<file path="src/rtl/ysyx_22040750_pkg.sv">
// Shared types for the NPC memory arbiter.
//   arb_state_t : arbiter FSM state encoding (IDLE / REQ / RESP)
//   owner_t     : which pipeline stage owns the bus (IF or MEM)
package ysyx_22040750_pkg;

    typedef enum logic [1:0] {
        ARB_IDLE = 2'd0,
        ARB_REQ  = 2'd1,
        ARB_RESP = 2'd2
    } arb_state_t;

    typedef enum logic {
        OWN_IF  = 1'b0,
        OWN_MEM = 1'b1
    } owner_t;

endpackage

</file>
<file path="src/rtl/ysyx_22040750_arb_pick.sv">
// Combinational tie-break between the IF and MEM requesters.
// Ports:
//   if_elig, mem_elig : requester is eligible this cycle
//   last_winner       : owner of the most recent grant
//   any_elig          : at least one requester eligible
//   winner            : selected owner (meaningful only when any_elig)
module ysyx_22040750_arb_pick
    import ysyx_22040750_pkg::*;
#(
    parameter int unsigned MEM_PRIO = 1
) (
    input  logic   if_elig,
    input  logic   mem_elig,
    input  owner_t last_winner,
    output logic   any_elig,
    output owner_t winner
);

    always_comb begin
        any_elig = if_elig | mem_elig;
        winner   = OWN_IF;
        if (if_elig && mem_elig) begin
            if (MEM_PRIO != 0) begin
                winner = OWN_MEM;
            end else begin
                // Round-robin: whoever did not win last time.
                winner = (last_winner == OWN_IF) ? OWN_MEM : OWN_IF;
            end
        end else if (mem_elig) begin
            winner = OWN_MEM;
        end
    end

endmodule

</file>
<file path="src/rtl/ysyx_22040750_mem_arbiter.sv">
// Arbitrates the single core-side memory bus between instruction fetch
// (read-only) and the MEM stage. One transaction in flight at a time; the
// winner owns the bus from command issue through response.
//
// State table:
//   ARB_IDLE | no transaction; arbitrate and latch the winner's command
//   ARB_REQ  | O_bus_req high, waiting for I_bus_ready (grant)
//   ARB_RESP | command accepted, waiting for I_bus_rvalid
//
// Ports:
//   I_sys_clk, I_rst        : clock, asynchronous active-high reset
//   I_flush                 : squash current/pending IF transaction
//   I_if_*  / O_if_*        : fetch request, grant, response
//   I_mem_* / O_mem_*       : load/store request, grant, response / write ack
//   O_bus_*                 : registered bus command
//   I_bus_ready/rvalid/rdata: bus handshake and response
//   O_busy                  : state != IDLE
module ysyx_22040750_mem_arbiter
    import ysyx_22040750_pkg::*;
#(
    parameter int unsigned AW       = 32,
    parameter int unsigned DW       = 64,
    parameter int unsigned MEM_PRIO = 1
) (
    input  logic            I_sys_clk,
    input  logic            I_rst,
    input  logic            I_flush,

    input  logic            I_if_req,
    input  logic [AW-1:0]   I_if_addr,
    output logic            O_if_gnt,
    output logic            O_if_rvalid,
    output logic [DW-1:0]   O_if_rdata,

    input  logic            I_mem_req,
    input  logic            I_mem_wen,
    input  logic [AW-1:0]   I_mem_addr,
    input  logic [DW-1:0]   I_mem_wdata,
    input  logic [DW/8-1:0] I_mem_wstrb,
    output logic            O_mem_gnt,
    output logic            O_mem_rvalid,
    output logic [DW-1:0]   O_mem_rdata,

    output logic            O_bus_req,
    output logic            O_bus_wen,
    output logic [AW-1:0]   O_bus_addr,
    output logic [DW-1:0]   O_bus_wdata,
    output logic [DW/8-1:0] O_bus_wstrb,
    input  logic            I_bus_ready,
    input  logic            I_bus_rvalid,
    input  logic [DW-1:0]   I_bus_rdata,

    output logic            O_busy
);

    arb_state_t      state_q, state_d;
    owner_t          owner_q, owner_d;
    owner_t          last_winner_q, last_winner_d;
    logic            drop_q, drop_d;
    logic            bus_req_q, bus_req_d;
    logic            bus_wen_q, bus_wen_d;
    logic [AW-1:0]   bus_addr_q, bus_addr_d;
    logic [DW-1:0]   bus_wdata_q, bus_wdata_d;
    logic [DW/8-1:0] bus_wstrb_q, bus_wstrb_d;

    logic   any_elig;
    owner_t winner;
    logic   gnt_fire;
    logic   resp_fire;

    ysyx_22040750_arb_pick #(
        .MEM_PRIO (MEM_PRIO)
    ) u_pick (
        .if_elig     (I_if_req && !I_flush),
        .mem_elig    (I_mem_req),
        .last_winner (last_winner_q),
        .any_elig    (any_elig),
        .winner      (winner)
    );

    assign gnt_fire  = (state_q == ARB_REQ)  && I_bus_ready;
    assign resp_fire = (state_q == ARB_RESP) && I_bus_rvalid;

    always_comb begin
        state_d       = state_q;
        owner_d       = owner_q;
        last_winner_d = last_winner_q;
        drop_d        = drop_q;
        bus_req_d     = bus_req_q;
        bus_wen_d     = bus_wen_q;
        bus_addr_d    = bus_addr_q;
        bus_wdata_d   = bus_wdata_q;
        bus_wstrb_d   = bus_wstrb_q;

        // A flushed fetch cannot be retracted from the bus, so remember to
        // swallow its grant/response instead.
        if (I_flush && owner_q == OWN_IF && state_q != ARB_IDLE) begin
            drop_d = 1'b1;
        end

        case (state_q)
            ARB_IDLE: begin
                if (any_elig) begin
                    state_d   = ARB_REQ;
                    bus_req_d = 1'b1;
                    owner_d   = winner;
                    if (winner == OWN_MEM) begin
                        bus_wen_d   = I_mem_wen;
                        bus_addr_d  = I_mem_addr;
                        bus_wdata_d = I_mem_wdata;
                        bus_wstrb_d = I_mem_wstrb;
                    end else begin
                        bus_wen_d   = 1'b0;
                        bus_addr_d  = I_if_addr;
                        bus_wdata_d = '0;
                        bus_wstrb_d = '0;
                    end
                end
            end
            ARB_REQ: begin
                if (I_bus_ready) begin
                    state_d       = ARB_RESP;
                    bus_req_d     = 1'b0;
                    last_winner_d = owner_q;
                end
            end
            ARB_RESP: begin
                if (I_bus_rvalid) begin
                    state_d = ARB_IDLE;
                    drop_d  = 1'b0;
                end
            end
            default: begin
                state_d = ARB_IDLE;
                drop_d  = 1'b0;
            end
        endcase
    end

    always_ff @(posedge I_sys_clk or posedge I_rst) begin
        if (I_rst) begin
            state_q       <= ARB_IDLE;
            owner_q       <= OWN_IF;
            last_winner_q <= OWN_IF;
            drop_q        <= 1'b0;
            bus_req_q     <= 1'b0;
            bus_wen_q     <= 1'b0;
            bus_addr_q    <= '0;
            bus_wdata_q   <= '0;
            bus_wstrb_q   <= '0;
        end else begin
            state_q       <= state_d;
            owner_q       <= owner_d;
            last_winner_q <= last_winner_d;
            drop_q        <= drop_d;
            bus_req_q     <= bus_req_d;
            bus_wen_q     <= bus_wen_d;
            bus_addr_q    <= bus_addr_d;
            bus_wdata_q   <= bus_wdata_d;
            bus_wstrb_q   <= bus_wstrb_d;
        end
    end

    // A flush landing in the same cycle as the grant or response must also
    // suppress it, hence the live I_flush term next to drop_q.
    assign O_if_gnt     = gnt_fire  && owner_q == OWN_IF  && !drop_q && !I_flush;
    assign O_mem_gnt    = gnt_fire  && owner_q == OWN_MEM;
    assign O_if_rvalid  = resp_fire && owner_q == OWN_IF  && !drop_q && !I_flush;
    assign O_mem_rvalid = resp_fire && owner_q == OWN_MEM;

    assign O_if_rdata  = (state_q == ARB_RESP && owner_q == OWN_IF)  ? I_bus_rdata : '0;
    assign O_mem_rdata = (state_q == ARB_RESP && owner_q == OWN_MEM) ? I_bus_rdata : '0;

    assign O_bus_req   = bus_req_q;
    assign O_bus_wen   = bus_wen_q;
    assign O_bus_addr  = bus_addr_q;
    assign O_bus_wdata = bus_wdata_q;
    assign O_bus_wstrb = bus_wstrb_q;
    assign O_busy      = (state_q != ARB_IDLE);

endmodule

</file>
<file path="config.mk">
export PLATFORM = sky130hd
export DESIGN_NAME = ysyx_22040750_mem_arbiter
export DESIGN_NICKNAME = d
export VERILOG_FILES = /design/src/rtl/ysyx_22040750_pkg.sv /design/src/rtl/ysyx_22040750_arb_pick.sv /design/src/rtl/ysyx_22040750_mem_arbiter.sv
export SDC_FILE = /design/constraint.sdc
export NUM_CORES = 1
export LEC_CHECK = 0
export ABC_AREA = 1
export CAP_MARGIN = 10
export CORE_AREA = 3 3 172 174
export CTS_CLUSTER_DIAMETER = 80
export CTS_CLUSTER_SIZE = 30
export DETAILED_ROUTE_END_ITERATION = 8
export DIE_AREA = 0 0 175 177
export PLACE_DENSITY_LB_ADDON = 0.12
export REMOVE_ABC_BUFFERS = 1
export SETUP_SLACK_MARGIN = 0.3
export SYNTH_ARGS = -nofsm -noshare
export SYNTH_HDL_FRONTEND = slang
export SYNTH_SLANG_ARGS = --single-unit
</file>
<file path="constraint.sdc">
create_clock -name I_sys_clk -period 4.3 [get_ports I_sys_clk]
set_input_delay 0.86 -clock I_sys_clk [delete_from_list [all_inputs] [get_ports I_sys_clk]]
set_output_delay 0.86 -clock I_sys_clk [all_outputs]
set_load 0.005 [all_outputs]
</file>
# == After elaboration in Yosys (flattened, before gate mapping) ==
# Cells that the tools add are included.
# op_classes
n_mux,18
n_eq_ne,5
reduce_logical,25
bitwise,2
# ops
op,count
two-way mux 64 bit,3
two-way mux 32 bit,1
logical AND 1 bit,16
two-way mux 8 bit,1
two-way mux 1 bit,7
two-way mux 2 bit,3
"inequality test 2 bit, second input constant",3
case mux 2 bit (3 select lines),1
AND reduction 3 bit,2
case mux 1 bit (2 select lines),2
nonzero test 2 bit,2
"equality test 2 x 1 -> 1 bit, second input constant",1
"equality test 2 bit, second input constant",1
zero test 1 bit,2
zero test 2 bit,1
AND reduction 2 bit,1
OR reduction 2 bit,1
NOT 1 bit,1
bitwise OR 1 bit,1
# totals
out_inout_bits,239
register_bits,110

# == Logic depth before layout (Yosys ltp) ==
# logic_depth
depth_word,6
ltp_mapped,8
depth_no_buf,6

# == Modules after synthesis ==
# Synthesis repeated with hierarchy kept, for this count alone.
# hier_totals
cells_unflattened,805
hier_area_um2,5616.6
# by_module_without_submodules
module,area_per_inst_um2,seq_area_each_um2,cells_each,n_inst
ysyx_22040750_mem_arbiter,5601.6,2777.7,801,1
ysyx_22040750_arb_pick,15.0,0.0,4,1

# == Worst setup path before layout ==
# Ideal clock, no wire load.
# synth_path
path_type,input-to-output
startpoint,in I_flush
endpoint,out O_if_rvalid
setup_slack_ns,2.305
required_time_ns,3.440
n_path_buf,0
path_stages,3
arrival_ns,1.135
cell_sequence,inv_1 -> nand3_1 -> nor2_1
# synth_via
elab_chain_len,2
# synth_lines
element,line,source
"start, declared",ysyx_22040750_mem_arbiter.sv:27,"input logic I_flush,"
zero test 1 bit,ysyx_22040750_mem_arbiter.sv:168,assign O_if_rvalid = resp_fire && owner_q == OWN_IF && !drop_q && !I_flush;
logical AND 1 bit,ysyx_22040750_mem_arbiter.sv:168,
"end, declared",ysyx_22040750_mem_arbiter.sv:32,"output logic O_if_rvalid,"
# No other way between the ends.

# == Worst setup path after layout ==
# layout_path
startpoint,reg state_q[0]
endpoint,out O_if_rdata[5]
# layout_via
elab_chain_len,3
# layout_lines
element,line,source
"start, declared",ysyx_22040750_mem_arbiter.sv:56,"arb_state_t state_q, state_d;"
"start signal, assigned",ysyx_22040750_mem_arbiter.sv:152,state_q <= state_d;
equality test 2 bit,ysyx_22040750_mem_arbiter.sv:171,assign O_if_rdata = (state_q == ARB_RESP && owner_q == OWN_IF) ? I_bus_rdata : '0;
logical AND 1 bit,ysyx_22040750_mem_arbiter.sv:171,
two-way mux 64 bit,ysyx_22040750_mem_arbiter.sv:171,
"end, declared",ysyx_22040750_mem_arbiter.sv:33,"output logic [DW-1:0] O_if_rdata,"
# No other way between the ends.

==> reports/metrics.csv <==
metric;value;unit
dp_hpwl;22000;um
final_antenna_net_count;0;
syn_to_final_growth;93.3;%
post-route-worst-setup-slack;0.809;ns
critPathCaptureType;output port;
stdcell_area;10500;um2
post_dp_cell_area;10200;um2
cp_num_buf_inv;2;
core_area;27900;um2
postCtsSetupBuffers;0;
port_buffers;446;
syn_area_per_cell;6.87;um2
p_leak;5.14;nW
setup_tns;0;ns
yosys_register_bits;110;
ir_drop;0.000216;V
grt_pass1_wl;40200;um
clock_skew;0.00924;ns
path_common_cell;nor2_1;
grt_pass1_vias;6256;
p_total;5.39;mW
nNetsFinal;1423;
postLayoutCoreUtil;0.378;
drtPass1Iterations;7;
min_period;3.49;ns
first_iter_violations;235;
rsz0062_at_grt;false;
num_vias;6290;
relSlewSlack;0.423;
pin_count;447;
yosysSeqAreaShare;0.504;
cp_top_family;simple AND/OR/NAND/NOR gates;
diodes;0;
worst_setup_path_start_kind;flop;
gp_congestion;0.839;
finalHoldViolCount;0;
slowest_stage;clkdlybuf4s50_1;
ctsHoldBuffers;0;
slew_viol_final;0;
clock_path_buffers;2;
cp_cell_sequence;nor2_1 > nand2_2 > buf_4 > nor2_1 > clkdlybuf4s50_1;
num_rows;61;
cts.sinks;110;
cts.repair.resized;0;
min_period_over_period;0.812;
worstSetupPathType;reg2out;
max_slew.worst_pin.slew;0.866;ns
cts-htree-levels;3;
grt-ovfl-total;0;
antenna_found_initial;3;
drive_above_1_share;0.0279;
wl_per_cell;17.5;um
setup_violations;0;
netlist_area;5460;um2
vias_per_cell;3.94;
grt.total_usage;0.173;
drc;0;
powerDensity;511;nW/um2
drv_cap;0;
fmax;286;MHz
hold_path_class;reg2reg;
arrival;2.63;ns
die-area;31000;um2
grt_max_degree;75;
cts_tree;done;
yosysUniqueCellTypes;15;
insertion_delay;0.36;ns
clk_pin_slew;0.08;ns
slowest_delay;0.53;ns
syn-instance-count;795;
status;completed;
path_max_fanout;40;
yosys_warnings;0;
die_h;177;um
wirelength;28000;um
worstPathRequired;3.44;ns
cts-root-buf;clkbuf_16;
numCtsBuffers;9;
start_util;0.195;
fp.dieW;175;um
post-place-ws;0.957;ns
==> flip-flops by register name (all words and copies together), names as in the netlist <==
signal       count
O_bus_addr      32
O_bus_req        1
O_bus_wdata     64
O_bus_wen        1
O_bus_wstrb      8
drop_q           1
owner_q          1
state_q          2
==> report_power, final <==
| part | internal (mW) | leakage, nW | switching [mW] |
|---|---|---|---|
| sequential | 1.50 | 1.38 | 0.245 |
| clock | 0.413 | 0.148 | 0.452 |
| combinational | 1.49 | 3.61 | 1.29 |
| total | 3.40 | 5.14 | 1.99 |
==> cells in the final DEF (no fill, tap or decap), types with 2 or more instances in the layout <==
cell / Yosys / layout
a21oi_1: 2 / 2
buf_12: 0 / 2
buf_4: 5 / 6
clkbuf_16: 0 / 9
clkdlybuf4s50_1: 0 / 446
clkinv_8: 0 / 2
dfrtp_1: 110 / 110
inv_1: 70 / 69
inv_2: 4 / 4
inv_6: 0 / 2
nand2_1: 392 / 390
nand2_2: 1 / 3
nand3_1: 34 / 34
nor2_1: 135 / 134
==> final timing paths <==
check / startpoint / end / slack, ns / cells after the start
hold / removal: O_bus_addr[22] / O_bus_addr[22] / 0.47 / 2
setup reg to reg: state_q[0] / O_bus_wdata[50] / 1.98 / 7
min in group asynchronous: I_rst / O_bus_wdata[41] / 1.01 / 2
max in group asynchronous: I_rst / O_bus_wdata[46] / 2.45 / 3
setup / recovery: state_q[0] / O_if_rdata[5] / 0.81 / 5
hold reg to reg: O_bus_addr[22] / O_bus_addr[22] / 0.47 / 2
==> layout make-up <==
class                   instances  area [um2]
multi-input cells             566        2190
clock inverters                 7        75.1
well taps                     378         473
flip-flops and latches        110        2750
repair buffers                454        4550
clock buffers                   9         225
inverters                      74         280
fillers                      3000       17400
==> cells by family after synthesis <==
kind of cell	after synthesis	synth area share
buffers and inverters	119	0.0961
DFF	110	0.504
and+or+nand+nor	563	0.397
AOI/OAI and AO/OA	3	0.00275
==> cells in the mapped netlist <==
library cell,instances,share of area
nor2_1,135,0.093
buf_2,29,0.027
nand3_1,34,0.031
nand2_2,1,0.0011
inv_1,70,0.048
nand2_4,1,0.0021
dfrtp_1,110,0.50
a21oi_1,2,0.0018
o21ai_1,1,0.00092
inv_2,4,0.0028
buf_6,3,0.0062
buf_1,1,0.00069
clkbuf_1,7,0.0048
nand2_1,392,0.27
buf_4,5,0.0069
==> worst register-to-register path: stages (launching register included) <==
cell     delay (ns)
dfrtp_1        0.43
inv_2          0.07
nand2_1        0.15
inv_2          0.53
nand2_4        0.46
buf_12         0.36
nand2_1        0.17
nand2_1        0.05
==> metrics by stage <==
| step | instances | hold slack (ns) |
|---|---|---|
| 2_1_floorplan | 750 | 0.465 |
| 3_3_place_gp | 1582 | 0.452 |
| 3_5_place_dp | 1582 | 0.457 |
| 4_1_cts | 1598 | 0.477 |
| 5_1_grt | 1598 | 0.494 |
| 6_report | 1598 | 0.471 |
==> routing by layer <==
| layer | global-route usage | share of wire | up-vias |
|---|---|---|---|
| met1 | 0.188 | 0.37 | 2829 |
| met3 | 0.0500 | 0.082 | 31 |
| met4 | 0.0635 | 0.029 | 4 |
| li1 | - | - | 3164 |
| met2 | 0.320 | 0.52 | 262 |
| met5 | 0 | 0.00082 | - |
(Power assumes the default switching activity.)
